<file path="config.mk">
export PLATFORM = sky130hd
export DESIGN_NAME = clk_rst_gen
export DESIGN_NICKNAME = d
export VERILOG_FILES = /design/src/rtl/clk_rst_gen.sv
export SDC_FILE = /design/constraint.sdc
export NUM_CORES = 1
export LEC_CHECK = 0
export ABC_AREA = 1
export CAP_MARGIN = 20
export CORE_MARGIN = 2
export CORE_UTILIZATION = 55
export CTS_BUF_LIST = sky130_fd_sc_hd__clkbuf_4
export CTS_CLUSTER_SIZE = 10
export DETAILED_ROUTE_END_ITERATION = 8
export HOLD_SLACK_MARGIN = 0.12
export PLACE_DENSITY = 0.76
export SLEW_MARGIN = 15
export SYNTH_ARGS = -nofsm -noshare
export SYNTH_HDL_FRONTEND = slang
export SYNTH_SLANG_ARGS = --single-unit
</file>
<file path="constraint.sdc">
create_clock -name CLK -period 3.4 [get_ports CLK]
set_clock_uncertainty 0.2 [all_clocks]
set_input_delay 0.68 -clock CLK [delete_from_list [all_inputs] [get_ports CLK]]
set_output_delay 0.68 -clock CLK [all_outputs]
set_load 0.005 [all_outputs]
</file>
<file path="src/rtl/clk_rst_gen.sv">
// clk_rst_gen: per-channel clock dividers plus a staggered reset sequencer.
// Optional single-step clocking is built when CLK_RST_GEN_STEP_EN is defined.
module clk_rst_gen #(
    parameter int N_CH          = 2,
    parameter int CNT_W         = 16,
    parameter int DIV_DEFAULT   = 5000,
    parameter int RST_HOLD_LOG2 = 15,
    parameter int SEQ_GAP       = 16
) (
    input  logic                  CLK,
    input  logic                  rst,
    input  logic [N_CH*CNT_W-1:0] div_value,
    input  logic [N_CH-1:0]       div_load,
    input  logic                  step_mode,
    input  logic                  step,
    output logic [N_CH-1:0]       clk_dut,
    output logic [N_CH-1:0]       rst_dut,
    output logic [N_CH-1:0]       step_busy,
    output logic                  locked
);

    localparam int HOLD_W = RST_HOLD_LOG2 + 1;
    localparam int GAP_W  = (SEQ_GAP > 1) ? $clog2(SEQ_GAP) : 1;

    typedef enum logic [1:0] {
        S_HOLD,
        S_SEQ,
        S_RUN
    } seq_state_t;

    seq_state_t        state_q, state_d;
    logic [HOLD_W-1:0] hold_q, hold_d;
    logic [GAP_W-1:0]  gap_q, gap_d;
    logic [N_CH-1:0]   rdut_q, rdut_d;
    logic [N_CH-1:0]   rdut_nx;
    logic              lock_q, lock_d;

    // Releasing the lowest still-asserted reset is a left shift of the mask.
    assign rdut_nx = rdut_q << 1;

    // Sequencer state register.
    always_ff @(posedge CLK) begin
        if (rst) begin
            state_q <= S_HOLD;
            hold_q  <= '0;
            gap_q   <= '0;
            rdut_q  <= '1;
            lock_q  <= 1'b0;
        end else begin
            state_q <= state_d;
            hold_q  <= hold_d;
            gap_q   <= gap_d;
            rdut_q  <= rdut_d;
            lock_q  <= lock_d;
        end
    end

    // Sequencer next state: stretch, then drop channel resets one by one.
    always_comb begin
        state_d = state_q;
        hold_d  = hold_q;
        gap_d   = gap_q;
        rdut_d  = rdut_q;
        lock_d  = lock_q;
        unique case (state_q)
            S_HOLD: begin
                hold_d = hold_q + HOLD_W'(1);
                if (hold_q[RST_HOLD_LOG2]) begin
                    rdut_d = rdut_nx;
                    gap_d  = '0;
                    if (rdut_nx == '0) begin
                        state_d = S_RUN;
                        lock_d  = 1'b1;
                    end else begin
                        state_d = S_SEQ;
                    end
                end
            end
            S_SEQ: begin
                if (gap_q == GAP_W'(SEQ_GAP - 1)) begin
                    gap_d  = '0;
                    rdut_d = rdut_nx;
                    if (rdut_nx == '0) begin
                        state_d = S_RUN;
                        lock_d  = 1'b1;
                    end
                end else begin
                    gap_d = gap_q + GAP_W'(1);
                end
            end
            S_RUN: begin
                state_d = S_RUN;
            end
            default: begin
                state_d = S_HOLD;
            end
        endcase
    end

    assign rst_dut = rdut_q;
    assign locked  = lock_q;

`ifdef CLK_RST_GEN_STEP_EN
    logic step_q;
    logic step_edge;

    // Previous step level for rising-edge detection.
    always_ff @(posedge CLK) begin
        if (rst) begin
            step_q <= 1'b0;
        end else begin
            step_q <= step;
        end
    end

    assign step_edge = step & ~step_q;
`else
    logic unused_step;
    assign unused_step = step_mode ^ step;
`endif

    for (genvar g = 0; g < N_CH; g++) begin : g_ch
        logic [CNT_W-1:0] cnt_q;
        logic [CNT_W-1:0] div_q;
        logic [CNT_W-1:0] shadow_q;
        logic             clk_q;
        logic             wrap;

        assign wrap       = (cnt_q == div_q);
        assign clk_dut[g] = clk_q;

`ifdef CLK_RST_GEN_STEP_EN
        logic busy_q;
        logic parked_q;

        assign step_busy[g] = busy_q;

        // Divider; a period ends at the low-half wrap, where parking happens.
        always_ff @(posedge CLK) begin
            if (rst) begin
                cnt_q    <= '0;
                div_q    <= CNT_W'(DIV_DEFAULT);
                shadow_q <= CNT_W'(DIV_DEFAULT);
                clk_q    <= 1'b0;
                busy_q   <= 1'b0;
                parked_q <= 1'b0;
            end else begin
                if (div_load[g]) begin
                    shadow_q <= div_value[g*CNT_W +: CNT_W];
                end
                if (parked_q) begin
                    if (!step_mode) begin
                        parked_q <= 1'b0;
                        clk_q    <= 1'b1;
                        cnt_q    <= '0;
                    end else if (step_edge) begin
                        parked_q <= 1'b0;
                        busy_q   <= 1'b1;
                        clk_q    <= 1'b1;
                        cnt_q    <= '0;
                    end
                end else if (wrap) begin
                    cnt_q <= '0;
                    if (clk_q) begin
                        clk_q <= 1'b0;
                        div_q <= shadow_q;
                    end else begin
                        busy_q <= 1'b0;
                        if (step_mode) begin
                            parked_q <= 1'b1;
                        end else begin
                            clk_q <= 1'b1;
                        end
                    end
                end else begin
                    cnt_q <= cnt_q + CNT_W'(1);
                end
            end
        end
`else
        assign step_busy[g] = 1'b0;

        // Free-running divider; new ratio takes effect on the falling wrap.
        always_ff @(posedge CLK) begin
            if (rst) begin
                cnt_q    <= '0;
                div_q    <= CNT_W'(DIV_DEFAULT);
                shadow_q <= CNT_W'(DIV_DEFAULT);
                clk_q    <= 1'b0;
            end else begin
                if (div_load[g]) begin
                    shadow_q <= div_value[g*CNT_W +: CNT_W];
                end
                if (wrap) begin
                    cnt_q <= '0;
                    clk_q <= ~clk_q;
                    if (clk_q) begin
                        div_q <= shadow_q;
                    end
                end else begin
                    cnt_q <= cnt_q + CNT_W'(1);
                end
            end
        end
`endif
    end

endmodule

</file>
-- Word-level counts from Yosys, hierarchy flattened
Cells that the tools add are included.
- register bits after elaboration: 123
- word-level logic and storage cells: 52
- add/sub/neg operators: 4
- equal/unequal tests: 8
- muxes and demuxes: 15
- bitwise operators: 2
- reductions and logical operators: 10
- operator list (kind ; number):
    16-bit by 1-bit adder with 16-bit output, second input constant ; 3
    16-bit == test ; 2
    2-bit 2-to-1 mux ; 6
    4-bit 2-to-1 mux ; 2
    4-bit one-hot mux with 2 select lines ; 1
    2-bit inequality test, second input constant ; 3
    2-bit one-hot mux with 3 select lines ; 1
    2-bit AND reduction ; 3
    3-bit AND reduction ; 2
    4-bit by 1-bit adder with 4-bit output, second input constant ; 1
    4-bit == test, second input constant ; 1
    2-bit zero test ; 2
    2-bit one-hot mux with 2 select lines ; 1
    2-bit OR reduction ; 2
    1-bit 2-to-1 mux ; 3
    2-bit by 1-bit == test with 1-bit output, second input constant ; 1
    2-bit == test, second input constant ; 1
    1-bit NOT ; 2
    1-bit one-hot mux with 2 select lines ; 1
    2-bit nonzero test ; 1

-- Logic depth before layout (Yosys ltp)
- depth after elaboration: 4
- depth in mapped cells: 13
- depth with buffers taken out: 12

-- Worst setup path before layout
OpenSTA, ideal clock, no wires.
- path kind: register to register
- start point: register state_q[0]
- end point: register rdut_q[1] (netlist: rst_dut[1])
- setup time: 0.126 ns
- arrival time: 1.535 ns
- required time: 3.074 ns
- slack: 1.539 ns
- cell stages (with the launch flop): 14
- period minus slack after synthesis: 1.861 ns
- path through: dfxtp_1 > inv_1 > ha_1 > buf_2 > inv_2 > nor2_1 > a21oi_1 > inv_2 > nor2_1 > o21ai_1 > inv_1 > nand2_1 > o21ai_0 > nand2_1
- cells in the longest elaborated chain, start to end: 3
- RTL lines (item ; line ; RTL):
    start: declaration ; 31 ; seq_state_t state_q, state_d;
    start signal: assignment ; 50 ; state_q <= state_d;
    2-bit by 1-bit == test with 1-bit output or 2-bit zero test (tied branches) ; 65 ; unique case (state_q)
    2-bit inequality test (no source line) or 2-bit nonzero test (tied branches) ; -- ;
    3-bit AND reduction (no source line) ; -- ;
    end signal: assignment ; 53 ; rdut_q <= rdut_d;
    end: declaration ; 34 ; logic [N_CH-1:0] rdut_q, rdut_d;
Parallel ways exist; a longest one is shown, timed or not.
A chain may end at the register's enable or synchronous reset.

-- Worst setup path in the final report
- start point: register g_ch[0].clk_q
- end point: output port clk_dut[0]
- RTL lines (item ; line ; RTL):
    start: declaration ; 126 ; logic clk_q;
    start signal: assignment ; 196 ; clk_q <= ~clk_q;
    end: declaration ; 16 ; output logic [N_CH-1:0] clk_dut,
No word-level cell between the ends.

==> results.cfg <==
[sta]
fin_hold_ws_ns = 0.259
finalWorstSetupSlack_ns = 0.652
setup_viol = 0
rsz0062_at_grt = false
slew_viol_final = 0
min_period_ns = 2.75
worstMarginPinSlew_ns = 0.642
fin_crit_sh_pct = 80.8
fin_setup_tns_ns = 0
maxSlewHeadroom_pct = 57.1
max_freq_mhz = 364
hold_viol = 0

[pwr]
p_leak_nw = 2.88
power.density_cell_area_nw_per_um2 = 470
max-vdd-ir-drop_uv = 349

[setup_path]
path_max_fanout = 19
crit_buf_inv = 1
ff2ff_path_depth = 12
crit_family = flip-flops
crit_type = flip-flop to output port
cp.arrival_ns = 1.87
required_ns = 2.52
cp.depth = 1
cpMaxStageDelayCell = dfxtp_1
endpoint_kind = output port
max_stage_delay_ns = 0.74
crit_end = clk_dut[0]
r2r-end = rst_dut[1]$_SDFFE_PP1P_
crit_path_start = g_ch[0].clk_q$_SDFFE_PP0N_
worstReg2RegStart = state_q[0]$_SDFFE_PP0P_
crit_path_start_kind = flip-flop
crit_chain = clkdlybuf4s50_1
reg2reg_slack_ns = 1.19

[drt]
top_layer_used = met4
dr.pass1.iters = 8
drt_iter0_drc = 316
wire_per_inst_um = 11.5
met1_length_mm = 5.74
num_vias = 4982
wl_met2_mm = 5.21
drc = 0
vias_per_cell = 4.95
ant_nets = 0
dr_wl_met3_um = 530
routed_wl_mm = 11.6

[logic_synthesis]
synth_cell_types = 32
synth_cells = 823
async_flop_share_pct = 0
avgSynthCellArea_um2 = 6.96
yosysWarnings = 0
ys_seq_area_share_pct = 43.0
ys_seq_elements = 123
synth_flop_cell = dfxtp_1
synth_edf_count = 0
syn_area_um2 = 5730

[final_layout]
syn_to_final_growth_pct = 13.3
drive_gt1_share_pct = 8.40
fill_cells = 920
final_cells = 1006
nNetsFinal = 902
design_area_um2 = 6490

[clocking]
cts_resized = 0
clock_latency_ns = 0.51
clock_sinks = 123
cts_buffers = 17
post_cts_buffers = 0
cts_buffer_depth = 2
clkSlewWorstSetupHoldPaths_ns = 0.10
cts_root_buf = clkbuf_4
holdBufCountCts = 0
htree_levels = 4
cts_tree = built

[hold_path]
min-delay-path-class = flip-flop to flip-flop

[placement]
io_buffers = 40
placed_area_um2 = 6180
gp_congestion = 0.858
dp_slack_ns = 0.844
place_hpwl_mm = 8.20
place_inst = 974

[floorplan]
fp.dieW_um = 106
die-area_um2 = 11200
core-area_um2 = 10200
ios = 45
start_util_pct = 56.0
die_h_um = 106
rows = 37

[global_routing]
overflow = 0
grt_max_degree = 43
grtUsageTotal_pct = 22.0
antenna_found_initial = 1
grt_pass1_wl_mm = 20.0
grt_pass1_vias = 4582

[run]
maxCapViolCount = 0

[outcome]
status = complete, no violations
==> cells by family (layout without fill, tap and decap cells) <==
family | after synthesis | after routing | synth area share [%]
XOR/XNOR | 20 | 20 | 3.06
adder cells (fa/ha/maj) | 7 | 7 | 1.53
flip-flops | 123 | 123 | 43.0
buffers and inverters | 165 | 210 | 11.6
AO/OA/AOI/OAI | 103 | 103 | 9.28
AND/OR/NAND/NOR | 404 | 404 | 31.5
other | 1 | 3 | 0.0655
==> tightest hold or removal path, delay by kind of cell, from the launching register on <==
kind	cells	cell delay, ns
compound gates	1	0.06
flops	1	0.31
buf+inv	1	0.06
==> worst min-delay path by stage <==
| stage | slack [ns] | start | cells past startpoint | end |
|---|---|---|---|---|
| after floorplan | 0.23 | g_ch[1].shadow_q[12]$_SDFFE_PP1P_ | 2 | g_ch[1].shadow_q[12]$_SDFFE_PP1P_ |
| after global placement | 0.24 | locked$_SDFFE_PP0P_ | 2 | locked$_SDFFE_PP0P_ |
| after detailed placement | 0.25 | g_ch[1].shadow_q[10]$_SDFFE_PP0P_ | 2 | g_ch[1].shadow_q[10]$_SDFFE_PP0P_ |
| after CTS | 0.26 | g_ch[1].shadow_q[10]$_SDFFE_PP0P_ | 2 | g_ch[1].shadow_q[10]$_SDFFE_PP0P_ |
| after global routing | 0.28 | g_ch[0].shadow_q[2]$_SDFFE_PP0P_ | 2 | g_ch[0].shadow_q[2]$_SDFFE_PP0P_ |
| final | 0.26 | g_ch[1].shadow_q[10]$_SDFFE_PP0P_ | 2 | g_ch[1].shadow_q[10]$_SDFFE_PP0P_ |
==> where the power goes <==
group	switching, W	internal, W	leakage, nW
combinational	0.000232	0.000152	1.73
clock	0.000537	0.000581	0.155
sequential	0.0000437	0.00151	1.00
total	0.000812	0.00224	2.88
==> synthesized netlist by cell type (all sizes together) (7+ instances only) <==
| library cell | count | area, um^2 |
|---|---|---|
| nor2 | 88 | 385 |
| inv | 133 | 499 |
| nand4 | 38 | 238 |
| nand3 | 43 | 240 |
| clkbuf | 11 | 41.3 |
| nor3 | 17 | 105 |
| buf | 19 | 115 |
| xor2 | 18 | 158 |
| a21oi | 61 | 305 |
| nand2 | 215 | 817 |
| o21ai | 36 | 180 |
| dfxtp | 123 | 2460 |
| ha | 7 | 87.6 |
==> state kept, by name, indices dropped and copies added (netlist names) <==
name           count
g_ch.clk_q         2
g_ch.cnt_q        32
g_ch.div_q        32
g_ch.shadow_q     32
gap_q              4
hold_q            16
locked             1
rst_dut            2
state_q            2
==> layout by cell type, fill, tap and decap left out <==
cell type        count
nand2_2              4
xnor2_1              2
nor4_1               1
conb_1               2
inv_2               21
diode_2              1
nand3_1             41
a211oi_1             2
clkinvlp_4           4
nor2_4               2
clkbuf_4            18
nor2_8               2
ha_1                 7
xor2_1              18
nor2_2               3
or2_2                2
clkdlybuf4s50_1     40
nor3_2               4
o21a_1               3
bufinv_16            4
inv_1              112
clkinv_1             4
nand4_1             38
nor3_1              13
nor2_1              81
a21oi_1             61
clkinv_4             1
dfxtp_1            123
o21ai_0             35
buf_4                4
o21ai_1              1
a41oi_1              1
nand3_4              2
clkinv_2             2
nand2_1            211
==> metal layers <==
| metal | vias to the layer above | global-route usage, % |
|---|---|---|
| met5 | - | 0 |
| met4 | 0 | 8.27 |
| met3 | 12 | 4.90 |
| met2 | 94 | 33.6 |
| met1 | 2223 | 30.5 |
| li1 | 2653 | - |
==> per-stage QoR <==
step | util, % | power, W
after CTS | 63.4 | 0.00307
after global placement | 60.4 | 0.00194
after detailed placement | 60.4 | 0.00197
after global routing | 63.4 | 0.00320
final | 63.4 | 0.00305
after floorplan | - | 0.00184
==> final cells by class <==
class                      instances  area (um^2)  share of cell area [%]
timing repair buffer              44          430                    6.63
clock buffer                      18          135                    2.08
clock inverter                    13          176                    2.72
inverter                         135          507                    7.81
multi-input combinational        536         2610                    40.2
tap                              136          170                    2.62
antenna                            1         2.50                  0.0386
sequential                       123         2460                    37.9
Note: power is estimated with default switching activity, not from simulation.
